**src/rtl/matrix_b_load_ctrl_pkg.sv**
```systemverilog
// Shared definitions for the Matrix_B load controller: defaults, FSM encodings and
// the round-robin index helper.
package matrix_b_load_ctrl_pkg;

    localparam int unsigned NreqDefault  = 2;
    localparam int unsigned ColDefault   = 4;
    localparam int unsigned WidthDefault = 32;

    typedef logic [1:0] state_t;

    localparam state_t StIdle = 2'd0;
    localparam state_t StLoad = 2'd1;
    localparam state_t StDone = 2'd2;

    // Wrap an index that may have run past the top of the requester range by at most n.
    function automatic int unsigned rr_wrap(input int unsigned idx, input int unsigned n);
        return (idx >= n) ? idx - n : idx;
    endfunction

endpackage

```
**src/rtl/matrix_b_load_ctrl_if.sv**
```systemverilog
// Requester-side and Matrix_B-side signals of the load controller, bundled as one port.
interface matrix_b_load_ctrl_if
    import matrix_b_load_ctrl_pkg::*;
#(
    parameter int unsigned NREQ  = NreqDefault,
    parameter int unsigned WIDTH = WidthDefault
);

    localparam int unsigned OwnerW = (NREQ > 1) ? $clog2(NREQ) : 1;

    logic [NREQ-1:0]       req;
    logic [NREQ-1:0]       gnt;
    logic [NREQ*WIDTH-1:0] wdata;
    logic [NREQ-1:0]       wvalid;
    logic [NREQ-1:0]       wready;
    logic                  B_opcode;
    logic [WIDTH-1:0]      Data_to_B;
    logic [OwnerW-1:0]     owner;
    logic                  done;
    logic                  matrix_valid;

    modport master (
        input  req,
        input  wdata,
        input  wvalid,
        output gnt,
        output wready,
        output B_opcode,
        output Data_to_B,
        output owner,
        output done,
        output matrix_valid
    );

    modport slave (
        output req,
        output wdata,
        output wvalid,
        input  gnt,
        input  wready,
        input  B_opcode,
        input  Data_to_B,
        input  owner,
        input  done,
        input  matrix_valid
    );

endinterface

```
**src/rtl/matrix_b_load_ctrl_rr_arbiter.sv**
```systemverilog
// Combinational round-robin arbiter: search starts one past the last winner and wraps.
module matrix_b_load_ctrl_rr_arbiter
    import matrix_b_load_ctrl_pkg::*;
#(
    parameter int unsigned NREQ   = NreqDefault,
    parameter int unsigned OwnerW = (NREQ > 1) ? $clog2(NREQ) : 1
) (
    input  logic [NREQ-1:0]   req,
    input  logic [OwnerW-1:0] last,
    output logic [NREQ-1:0]   gnt,
    output logic [OwnerW-1:0] winner
);

    logic              found;
    logic [OwnerW-1:0] idx;

    always_comb begin
        gnt    = '0;
        winner = '0;
        found  = 1'b0;
        idx    = '0;
        // i runs 1..NREQ so the previous winner is checked last.
        for (int unsigned i = 1; i <= NREQ; i++) begin
            idx = OwnerW'(rr_wrap(32'(last) + i, NREQ));
            if (!found && req[idx]) begin
                gnt[idx] = 1'b1;
                winner   = idx;
                found    = 1'b1;
            end
        end
    end

endmodule

```
**src/rtl/matrix_b_load_ctrl.sv**
```systemverilog
// Arbitrates Matrix_B write ownership among requesters and streams COL words from the
// winner into Matrix_B, flagging when a complete load is resident.
module matrix_b_load_ctrl
    import matrix_b_load_ctrl_pkg::*;
#(
    parameter int unsigned NREQ  = NreqDefault,
    parameter int unsigned COL   = ColDefault,
    parameter int unsigned WIDTH = WidthDefault
) (
    input  logic          clk,
    input  logic          reset,
    matrix_b_load_ctrl_if.master bus
);

    localparam int unsigned OwnerW = (NREQ > 1) ? $clog2(NREQ) : 1;
    localparam int unsigned CntW   = (COL > 1) ? $clog2(COL) : 1;

    state_t            state_q, state_d;
    logic [CntW-1:0]   cnt_q, cnt_d;
    logic [NREQ-1:0]   gnt_q, gnt_d;
    logic [OwnerW-1:0] owner_q, owner_d;
    logic [OwnerW-1:0] last_q, last_d;
    logic              b_opcode_q, b_opcode_d;
    logic [WIDTH-1:0]  data_q, data_d;
    logic              done_q, done_d;
    logic              valid_q, valid_d;

    logic [NREQ-1:0]   arb_gnt;
    logic [OwnerW-1:0] arb_winner;
    logic [NREQ-1:0]   wready;
    logic              accept;
    logic [WIDTH-1:0]  owner_word;

    matrix_b_load_ctrl_rr_arbiter #(
        .NREQ   (NREQ),
        .OwnerW (OwnerW)
    ) u_rr_arbiter (
        .req    (bus.req),
        .last   (last_q),
        .gnt    (arb_gnt),
        .winner (arb_winner)
    );

    // Only the registered owner may hand over words, and only while loading.
    assign wready = (state_q == StLoad) ? gnt_q : '0;
    assign accept = |(bus.wvalid & wready);

    always_comb begin
        owner_word = '0;
        for (int unsigned i = 0; i < NREQ; i++) begin
            if (gnt_q[i]) begin
                owner_word = bus.wdata[i*WIDTH +: WIDTH];
            end
        end
    end

    always_comb begin
        state_d    = state_q;
        cnt_d      = cnt_q;
        gnt_d      = gnt_q;
        owner_d    = owner_q;
        last_d     = last_q;
        b_opcode_d = 1'b0;
        data_d     = data_q;
        done_d     = 1'b0;
        valid_d    = valid_q;

        case (state_q)
            StIdle: begin
                if (|bus.req) begin
                    gnt_d   = arb_gnt;
                    owner_d = arb_winner;
                    valid_d = 1'b0;
                    state_d = StLoad;
                end
            end
            StLoad: begin
                if (accept) begin
                    b_opcode_d = 1'b1;
                    data_d     = owner_word;
                    if (cnt_q == CntW'(COL - 1)) begin
                        // done/matrix_valid line up with the final write strobe.
                        cnt_d   = '0;
                        gnt_d   = '0;
                        done_d  = 1'b1;
                        valid_d = 1'b1;
                        state_d = StDone;
                    end else begin
                        cnt_d = cnt_q + CntW'(1);
                    end
                end
            end
            StDone: begin
                last_d  = owner_q;
                state_d = StIdle;
            end
            default: begin
                state_d = StIdle;
            end
        endcase
    end

    always_ff @(posedge clk or posedge reset) begin
        if (reset) begin
            state_q    <= StIdle;
            cnt_q      <= '0;
            gnt_q      <= '0;
            owner_q    <= '0;
            last_q     <= OwnerW'(NREQ - 1);
            b_opcode_q <= 1'b0;
            data_q     <= '0;
            done_q     <= 1'b0;
            valid_q    <= 1'b0;
        end else begin
            state_q    <= state_d;
            cnt_q      <= cnt_d;
            gnt_q      <= gnt_d;
            owner_q    <= owner_d;
            last_q     <= last_d;
            b_opcode_q <= b_opcode_d;
            data_q     <= data_d;
            done_q     <= done_d;
            valid_q    <= valid_d;
        end
    end

    assign bus.gnt          = gnt_q;
    assign bus.wready       = wready;
    assign bus.B_opcode     = b_opcode_q;
    assign bus.Data_to_B    = data_q;
    assign bus.owner        = owner_q;
    assign bus.done         = done_q;
    assign bus.matrix_valid = valid_q;

endmodule

```
**src/flat_wrapper.sv**
```systemverilog
// flat-port wrapper written by rule: the top's interface ports become plain ports
module matrix_b_load_ctrl_flat import matrix_b_load_ctrl_pkg::*;
#(
    parameter int unsigned NREQ  = NreqDefault,
    parameter int unsigned COL   = ColDefault,
    parameter int unsigned WIDTH = WidthDefault
)
  (clk, reset, bus_req, bus_wdata, bus_wvalid, bus_gnt, bus_wready, bus_B_opcode, bus_Data_to_B, bus_owner, bus_done, bus_matrix_valid);
  matrix_b_load_ctrl_if #(.NREQ(NREQ), .WIDTH(WIDTH)) bus_i ();
  input  logic clk;
  input  logic reset;
  input wire logic [$bits(bus_i.req)-1:0] bus_req;
  input wire logic [$bits(bus_i.wdata)-1:0] bus_wdata;
  input wire logic [$bits(bus_i.wvalid)-1:0] bus_wvalid;
  output wire logic [$bits(bus_i.gnt)-1:0] bus_gnt;
  output wire logic [$bits(bus_i.wready)-1:0] bus_wready;
  output wire logic [$bits(bus_i.B_opcode)-1:0] bus_B_opcode;
  output wire logic [$bits(bus_i.Data_to_B)-1:0] bus_Data_to_B;
  output wire logic [$bits(bus_i.owner)-1:0] bus_owner;
  output wire logic [$bits(bus_i.done)-1:0] bus_done;
  output wire logic [$bits(bus_i.matrix_valid)-1:0] bus_matrix_valid;
  assign bus_i.req = bus_req;
  assign bus_i.wdata = bus_wdata;
  assign bus_i.wvalid = bus_wvalid;
  assign bus_gnt = bus_i.gnt;
  assign bus_wready = bus_i.wready;
  assign bus_B_opcode = bus_i.B_opcode;
  assign bus_Data_to_B = bus_i.Data_to_B;
  assign bus_owner = bus_i.owner;
  assign bus_done = bus_i.done;
  assign bus_matrix_valid = bus_i.matrix_valid;
  matrix_b_load_ctrl #(.NREQ(NREQ), .COL(COL), .WIDTH(WIDTH)) u_core (.clk(clk), .reset(reset), .bus(bus_i));
endmodule
```
**config.mk**
```make
export PLATFORM = sky130hd
export DESIGN_NAME = matrix_b_load_ctrl_flat
export DESIGN_NICKNAME = d
export VERILOG_FILES = /design/src/rtl/matrix_b_load_ctrl_pkg.sv /design/src/rtl/matrix_b_load_ctrl_if.sv /design/src/rtl/matrix_b_load_ctrl_rr_arbiter.sv /design/src/rtl/matrix_b_load_ctrl.sv /design/src/flat_wrapper.sv
export SDC_FILE = /design/constraint.sdc
export NUM_CORES = 1
export LEC_CHECK = 0
export BUFFER_PORTS_ARGS = -buffer_cell sky130_fd_sc_hd__buf_2
export CORE_AREA = 2 2 70 72
export CTS_BUF_LIST = sky130_fd_sc_hd__clkbuf_2
export DETAILED_ROUTE_END_ITERATION = 10
export DIE_AREA = 0 0 72 74
export PLACE_DENSITY = 0.84
export SLEW_MARGIN = 15
export SYNTH_ARGS = -nofsm -noshare
export SYNTH_HDL_FRONTEND = slang
export SYNTH_SLANG_ARGS = --single-unit
```
**constraint.sdc**
```tcl
create_clock -name clk -period 1.6 [get_ports clk]
set_clock_uncertainty 0.1 [all_clocks]
set_input_delay 0.16 -clock clk [delete_from_list [all_inputs] [get_ports clk]]
set_output_delay 0.16 -clock clk [all_outputs]
set_load 0.01 [all_outputs]
```
==> results of run 1 <==
-- per-stage QoR --
| step | power [µW] | setup TNS, ns | instances |
|---|---|---|---|
| after floorplan | 3470 | 0 | 147 |
| after global placement | 4180 | 0 | 309 |
| after detailed placement | 4280 | 0 | 309 |
| after CTS | 4840 | 0 | 364 |
| after global routing | 5190 | -0.0245 | 374 |
| final | 4860 | 0 | 374 |
-- per-layer routing --
layer | part of all wire, % | global-route usage [%] | wire, µm
met5 | 0 | 0 | 0
met4 | 2.9 | 7.76 | 179
met3 | 6.2 | 5.83 | 380
met2 | 55 | 44.0 | 3360
met1 | 36 | 23.4 | 2180
-- state kept, by name (all words and copies together), names as in the netlist --
name and count:
u_core.bus.B_opcode 1, u_core.bus.Data_to_B 32, u_core.bus.done 1, u_core.bus.gnt 2, u_core.bus.matrix_valid 1, u_core.bus.owner 1
u_core.cnt_q 2, u_core.last_q 1, u_core.state_q 2
-- final cells by class --
class,count,area (µm²)
multi-input cells,90,850
inverters,3,11.3
flip-flops and latches,43,1080
well taps,54,67.6
clock buffers,6,30.0
repair buffers,176,1220
clock inverters,2,7.51
fillers,351,1330
-- power by group through the flow --
| stage | Sequential [µW] | Combinational, µW | Clock (µW) |
|---|---|---|---|
| global placement | 1770 | 2410 | 0 |
| floorplan | 1950 | 1520 | 0 |
| finish | 1780 | 2640 | 442 |
| detailed placement | 1800 | 2480 | 0 |
| CTS | 1780 | 2600 | 465 |
| global route | 1830 | 2850 | 509 |
-- cell families after synthesis --
| logic type | synth area share, % |
|---|---|
| AOI/OAI and AO/OA | 17.4 |
| buffers and inverters | 5.35 |
| muxes | 19.4 |
| adders and majority gates | 0.615 |
| DFF | 53.0 |
| and+or+nand+nor | 4.31 |
-- synthesized netlist by cell type --
cell type,instances
a21boi_0,1
a21o_1,2
a22o_1,32
a22oi_4,1
buf_4,1
buf_6,7
clkbuf_1,3
dfrtp_1,42
dfstp_2,1
ha_1,1
inv_1,3
mux2_1,2
mux2_2,33
nand2b_1,1
nand2b_4,1
nor2_1,4
nor2_4,1
nor2b_1,1
nor3b_1,3
o21ai_0,3
o21bai_1,1
o22ai_1,1
or2_2,2
-- critical path, delay by kind of cell (launching register included) --
| family | cells | cell delay [ns] |
|---|---|---|
| mux | 1 | 0.32 |
| buf+inv | 2 | 0.31 |
| compound gates | 1 | 0.16 |
| flops | 1 | 0.48 |
| simple gates | 1 | 0.07 |
-- repair_timing --
action                                  4_1_cts  5_1_grt
gates resized for setup                       1        0
endpoints found under the setup margin        2        2
hold buffers                                 46        9
pin swaps                                     0        1
endpoints found under the hold margin        70        8
setup buffers                                 1        1
gates cloned                                  0        0
-- worst paths after layout --
kind / startpoint / slack (ns) / cells after the start / end
worst max-delay path: u_core.bus.gnt[1]$_DFFE_PP0P_ / 0.05 / 5 / u_core.cnt_q[1]$_DFFE_PP0P_
worst min-delay path: bus_wdata[20] / 0.02 / 3 / u_core.bus.Data_to_B[20]$_DFFE_PP0P_
worst max register to register: u_core.bus.gnt[1]$_DFFE_PP0P_ / 0.05 / 5 / u_core.cnt_q[1]$_DFFE_PP0P_
worst min register to register: u_core.bus.matrix_valid$_DFFE_PP0P_ / 0.42 / 1 / u_core.bus.matrix_valid$_DFFE_PP0P_
max in group asynchronous: reset / 0.71 / 4 / u_core.bus.Data_to_B[0]$_DFFE_PP0P_
min in group asynchronous: reset / 0.15 / 3 / u_core.bus.Data_to_B[30]$_DFFE_PP0P_
==> out/metrics.cfg, run 1 <==
[sta]
period_share_pct = 96.7
worst_pin_slew_ns = 0.276
hold_slack_ns = 0.0180
setup_viol = 0
fin_ws_ns = 0.0531
fmax_ghz = 0.646
min_period_ns = 1.55
maxSlewViolCount = 0
hold_viol_final = 0
rsz0062_at_grt = yes
slew_headroom_pct = 81.6

[layout]
design_area_um2 = 3270
final_common_cell = buf_2
layout-drive-gt1-share_pct = 52.8
n_antenna_cell = 0
layout_common_cells = buf_2 (109), dlygate4sd3_1 (55), dfrtp_1 (41)
nets = 390
final_util_pct = 71.1
area_growth_pct = 60.7

[yosys]
syn_area_per_cell_um2 = 13.8
synthCells = 147
ys_top_cells_by_area = dfrtp_1 (52%), mux2_2 (18%), a22o_1 (14%)
synth_cell_types = 23
syn_nets = 218
synth-seq-area-share_pct = 53.0
yosysTopAreaCellShare_pct = 51.7
yosys_warnings = 0
yosysTopAreaCell = dfrtp_1
synth_seq_cells = 43
synth_area_um2 = 2030

[floorplanning]
core.rowCount = 25
chipWidth_um = 72
core_area_um2 = 4600
die_h_um = 74
io_pins = 110
initial_utilization_pct = 44.2
die_area_um2 = 5330

[routing]
wl_per_cell_um = 16.3
vias_per_cell = 5.12
firstDrtPassIters = 4
vias = 1915
drtAntennaViolNets = 0
wl_mm = 6.10
route.detailed.drc = 0
initialDrtViolationCount = 57

[clock_network]
cts.sinks = 43
clk_pin_slew_ns = 0.21
cts_made_buffers = 5
insertion_delay_ns = 0.39
cts_tree = built
cts_root_buffer = clkbuf_2
clock_path_buffers = 2
cts_max_level = 2

[power]
pwr-share-seq_pct = 36.6
p_leak_uw = 0.00171
power_density_nw_per_um2 = 1490
p_sw_share_pct = 36.5
internal_power_uw = 3090
p_comb_share_pct = 54.3
power_frac_clock_pct = 9.1
netSwitchingPower_uw = 1770
peakVddDrop_mv = 0.861

[critical_path]
slowest_stage = dfrtp_2
cp-end-kind = register
critPathLaunchType = register
cp_max_fo = 19
required_ns = 1.78
cp.arrival_ns = 1.73
cp_slowest_stage_delay_ns = 0.48
crit_type = register to register
cp_cell_sequence = buf_4 -> a22oi_4 -> nor2_4 -> buf_12 -> mux2_1

[placement]
place_area_um2 = 2660
place_ws_ns = 0.100
globalplace.congestion = 0.813
port_buffers = 109
hpwlAfterDp_mm = 3.62

[global_routing]
grt_antenna_before_repair = 0
first_global_vias = 2076
grt_pass1_wl_mm = 9.28
grt_overflow = 0
grt_max_degree = 21
grt.total_usage_pct = 22.5

[hold_path]
hold_path_class = primary input to register

[run]
drv_cap = 0

[run_status]
status = completed

Power figures use the tool's default switching activity.
==> run 2, diff against run 1 <==
ABC_AREA = 1   (was not set)
CAP_MARGIN = 0   (was not set)
CORE_AREA = 2 2 71 73   (was 2 2 70 72)
DIE_AREA = 0 0 73 75   (was 0 0 72 74)
PLACE_DENSITY = 0.85   (was 0.84)
==> out/metrics.cfg, run 2 <==
[floorplanning]
core_area_um2 = 4660  ; was 4600 µm²
chipWidth_um = 73  ; was 72 µm
io_pins = 110  ; unchanged
core.rowCount = 25  ; unchanged
die_area_um2 = 5480  ; was 5330 µm²
die_h_um = 75  ; was 74 µm
initial_utilization_pct = 46.0  ; was 44.2%

[power]
peakVddDrop_mv = 1.53  ; was 0.861 mV
power_frac_clock_pct = 9.2  ; was 9.1%
p_comb_share_pct = 55.4  ; was 54.3%
power_density_nw_per_um2 = 1380  ; was 1490 nW/µm²
internal_power_uw = 2670  ; was 3090 µW
netSwitchingPower_uw = 2170  ; was 1770 µW
p_sw_share_pct = 44.8  ; was 36.5%
pwr-share-seq_pct = 35.4  ; was 36.6%
p_leak_uw = 0.00209  ; was 0.00171 µW

[layout]
layout_common_cells = nand2_1 (176), buf_2 (109), dlygate4sd3_1 (67)  ; was buf_2 (109), dlygate4sd3_1 (55), dfrtp_1 (41)
design_area_um2 = 3500  ; was 3270 µm²
seq_area_um2 = 1080  ; about the same
layout-drive-gt1-share_pct = 28.7  ; was 52.8%
final_common_cell = nand2_1  ; was buf_2
n_antenna_cell = 0  ; unchanged
multi_input_area_um2 = 926  ; was 850 µm²
nets = 547  ; was 390
area_growth_pct = 63.3  ; was 60.7%
num-fill-cells = 346  ; was 351
largest_reg_flops = 32  ; unchanged

[yosys]
yosys_warnings = 0  ; unchanged
synth-edff-count = 0  ; unchanged
synthCells = 295  ; was 147
yosysTopAreaCell = dfrtp_1  ; unchanged
yosysMostFrequentCell = nand2_1  ; was dfrtp_1
ys_top_cells_by_area = dfrtp_1 (49%), nand2_1 (31%), nand3_1 (8.2%)  ; was dfrtp_1 (52%), mux2_2 (18%), a22o_1 (14%)
synth-seq-area-share_pct = 50.2  ; was 53.0%
synth_area_um2 = 2150  ; was 2030 µm²
yosysTopAreaCellShare_pct = 49.0  ; was 51.7%
synth_cell_types = 19  ; was 23
syn_area_per_cell_um2 = 7.27  ; was 13.8 µm²
synth_flop_cell = dfrtp_1  ; unchanged
syn_nets = 366  ; was 218
synth_seq_cells = 43  ; unchanged
async_reset_ff_share_pct = 100  ; unchanged
synth_common_cells = nand2_1 (176), dfrtp_1 (42), nand3_1 (35), inv_1 (10), clkbuf_1 (6)  ; was dfrtp_1 (42), mux2_2 (33), a22o_1 (32), buf_6 (7), nor2_1 (4)

[sta]
fmax_ghz = 0.660  ; was 0.646 GHz
hold_slack_ns = 0.0442  ; was 0.0180 ns
fin_ws_ns = 0.0848  ; was 0.0531 ns
worst_pin_slew_ns = 0.418  ; was 0.276 ns
maxSlewViolCount = 0  ; unchanged
hold_viol_final = 0  ; unchanged
setup_viol = 0  ; unchanged
fin_setup_tns_ns = 0  ; unchanged
slew_headroom_pct = 72.1  ; was 81.6%
min_period_ns = 1.52  ; was 1.55 ns
period_share_pct = 94.7  ; was 96.7%
rsz0062_at_grt = no  ; was yes

[placement]
place_ws_ns = 0.259  ; was 0.100 ns
globalplace.congestion = 0.749  ; was 0.813
place_area_um2 = 2730  ; was 2660 µm²
hpwlAfterDp_mm = 3.96  ; was 3.62 mm
port_buffers = 109  ; unchanged

[routing]
initialDrtViolationCount = 127  ; was 57
firstDrtPassIters = 5  ; was 4
wl_mm = 7.50  ; was 6.10 mm
route.detailed.drc = 0  ; unchanged
vias = 2651  ; was 1915
vias_per_cell = 4.99  ; was 5.12
wl_per_cell_um = 14.1  ; was 16.3 µm
drtAntennaViolNets = 0  ; unchanged

[clock_network]
clock_path_buffers = 2  ; unchanged
cts_root_buffer = clkbuf_2  ; unchanged
clk_pin_slew_ns = 0.19  ; was 0.21 ns
cts_made_buffers = 5  ; unchanged
cts_tree = built  ; unchanged
cts.sinks = 43  ; unchanged
insertion_delay_ns = 0.39  ; about the same
cts_max_level = 2  ; unchanged

[critical_path]
cp_max_fo = 2  ; was 19
crit_type = register to register  ; unchanged
cp.arrival_ns = 1.76  ; was 1.73 ns
slowest_stage = dfstp_2  ; was dfrtp_2
cp_common_cell = nand2_1
cp-end-kind = register  ; unchanged
required_ns = 1.84  ; was 1.78 ns
cp_slowest_stage_delay_ns = 0.58  ; was 0.48 ns
cp_cell_sequence = nand2_1 -> nand2_1 -> dlygate4sd3_1 -> nand2_1 -> nand2_1  ; was buf_4 -> a22oi_4 -> nor2_4 -> buf_12 -> mux2_1
critPathLaunchType = register  ; unchanged

[global_routing]
grt_overflow = 0  ; unchanged
first_global_vias = 2633  ; was 2076
grt.total_usage_pct = 27.4  ; was 22.5%
grt_pass1_wl_mm = 11.4  ; was 9.28 mm
grt_max_degree = 35  ; was 21
grt_antenna_before_repair = 0  ; unchanged

[hold_path]
hold_path_class = primary input to register  ; unchanged

[run_status]
status = completed  ; unchanged

[run]
drv_cap = 0  ; unchanged

[run 2: cell types whose count changed in the layout (fill, tap and decap cells not counted), moves of 6 or more]
cell / before / now
a22o_1: 32 / 0
mux2_2: 33 / 0
inv_1: 2 / 8
nand2_1: 0 / 176
nand3_1: 0 / 35
dlygate4sd3_1: 55 / 67
[run 2: stage by stage]
step | total power [µW] | utilization [%] | instances
finish | 4850 | 75.2 | 531
CTS | 4700 | 74.1 | 527
detailed placement | 4110 | 58.6 | 450
global route | 5230 | 75.2 | 531
floorplan | 3340 | - | 295
global placement | 4020 | 58.6 | 450
[run 2: critical path: cells and delay by family, from the launching register on]
| family | cells | cell delay [ns] |
|---|---|---|
| DFF | 1 | 0.58 |
| and+or+nand+nor | 4 | 0.24 |
| buffers and inverters | 1 | 0.55 |
[run 2: cell type report]
class / count / area share [%]
clock buffer: 6 / 0.857
timing repair buffer: 191 / 38.6
multi-input combinational: 224 / 26.4
clock inverter: 2 / 0.214
sequential: 43 / 30.7
inverter: 11 / 1.25
tap: 54 / 1.93
[run 2: power groups by stage]
stage	logic (µW)	registers [µW]	clock network [µW]
global route	2980	1760	490
finish	2690	1720	444
CTS	2550	1700	452
detailed placement	2370	1740	0
floorplan	1450	1880	0
global placement	2290	1720	0
[run 2: cell families after synthesis]
logic type / synth area share (%)
AOI/OAI and AO/OA: 0.758
adders and majority gates: 0.583
buffers and inverters: 7.00
DFF: 50.2
and+or+nand+nor: 41.5
[run 2: final timing paths]
path | startpoint | endpoint | slack [ns] | cells past startpoint
hold reg to reg | u_core.bus.Data_to_B[2]$_DFFE_PP0P_ | u_core.bus.Data_to_B[2]$_DFFE_PP0P_ | 0.39 | 2
setup reg to reg | u_core.last_q$_DFFE_PP1N_ | u_core.bus.gnt[0]$_DFFE_PP0P_ | 0.08 | 5
setup / recovery | u_core.last_q$_DFFE_PP1N_ | u_core.bus.gnt[0]$_DFFE_PP0P_ | 0.08 | 5
min in group asynchronous | reset | u_core.bus.Data_to_B[26]$_DFFE_PP0P_ | 0.19 | 3
max in group asynchronous | reset | u_core.bus.Data_to_B[0]$_DFFE_PP0P_ | 0.71 | 4
hold / removal | bus_wdata[1] | u_core.bus.Data_to_B[1]$_DFFE_PP0P_ | 0.04 | 5
[run 2: per-layer routing]
layer	track usage (%)	wire length [µm]
met5	0	0
met4	13.4	302
met3	5.76	555
met2	51.5	4030
met1	29.0	2610
[run 2: what timing repair did]
action,CTS,global route
setup buffers,2,4
pin swaps,0,1
hold buffers,67,0
hold endpoints to repair,78,0
setup endpoints to repair,2,2
resized for setup,0,6
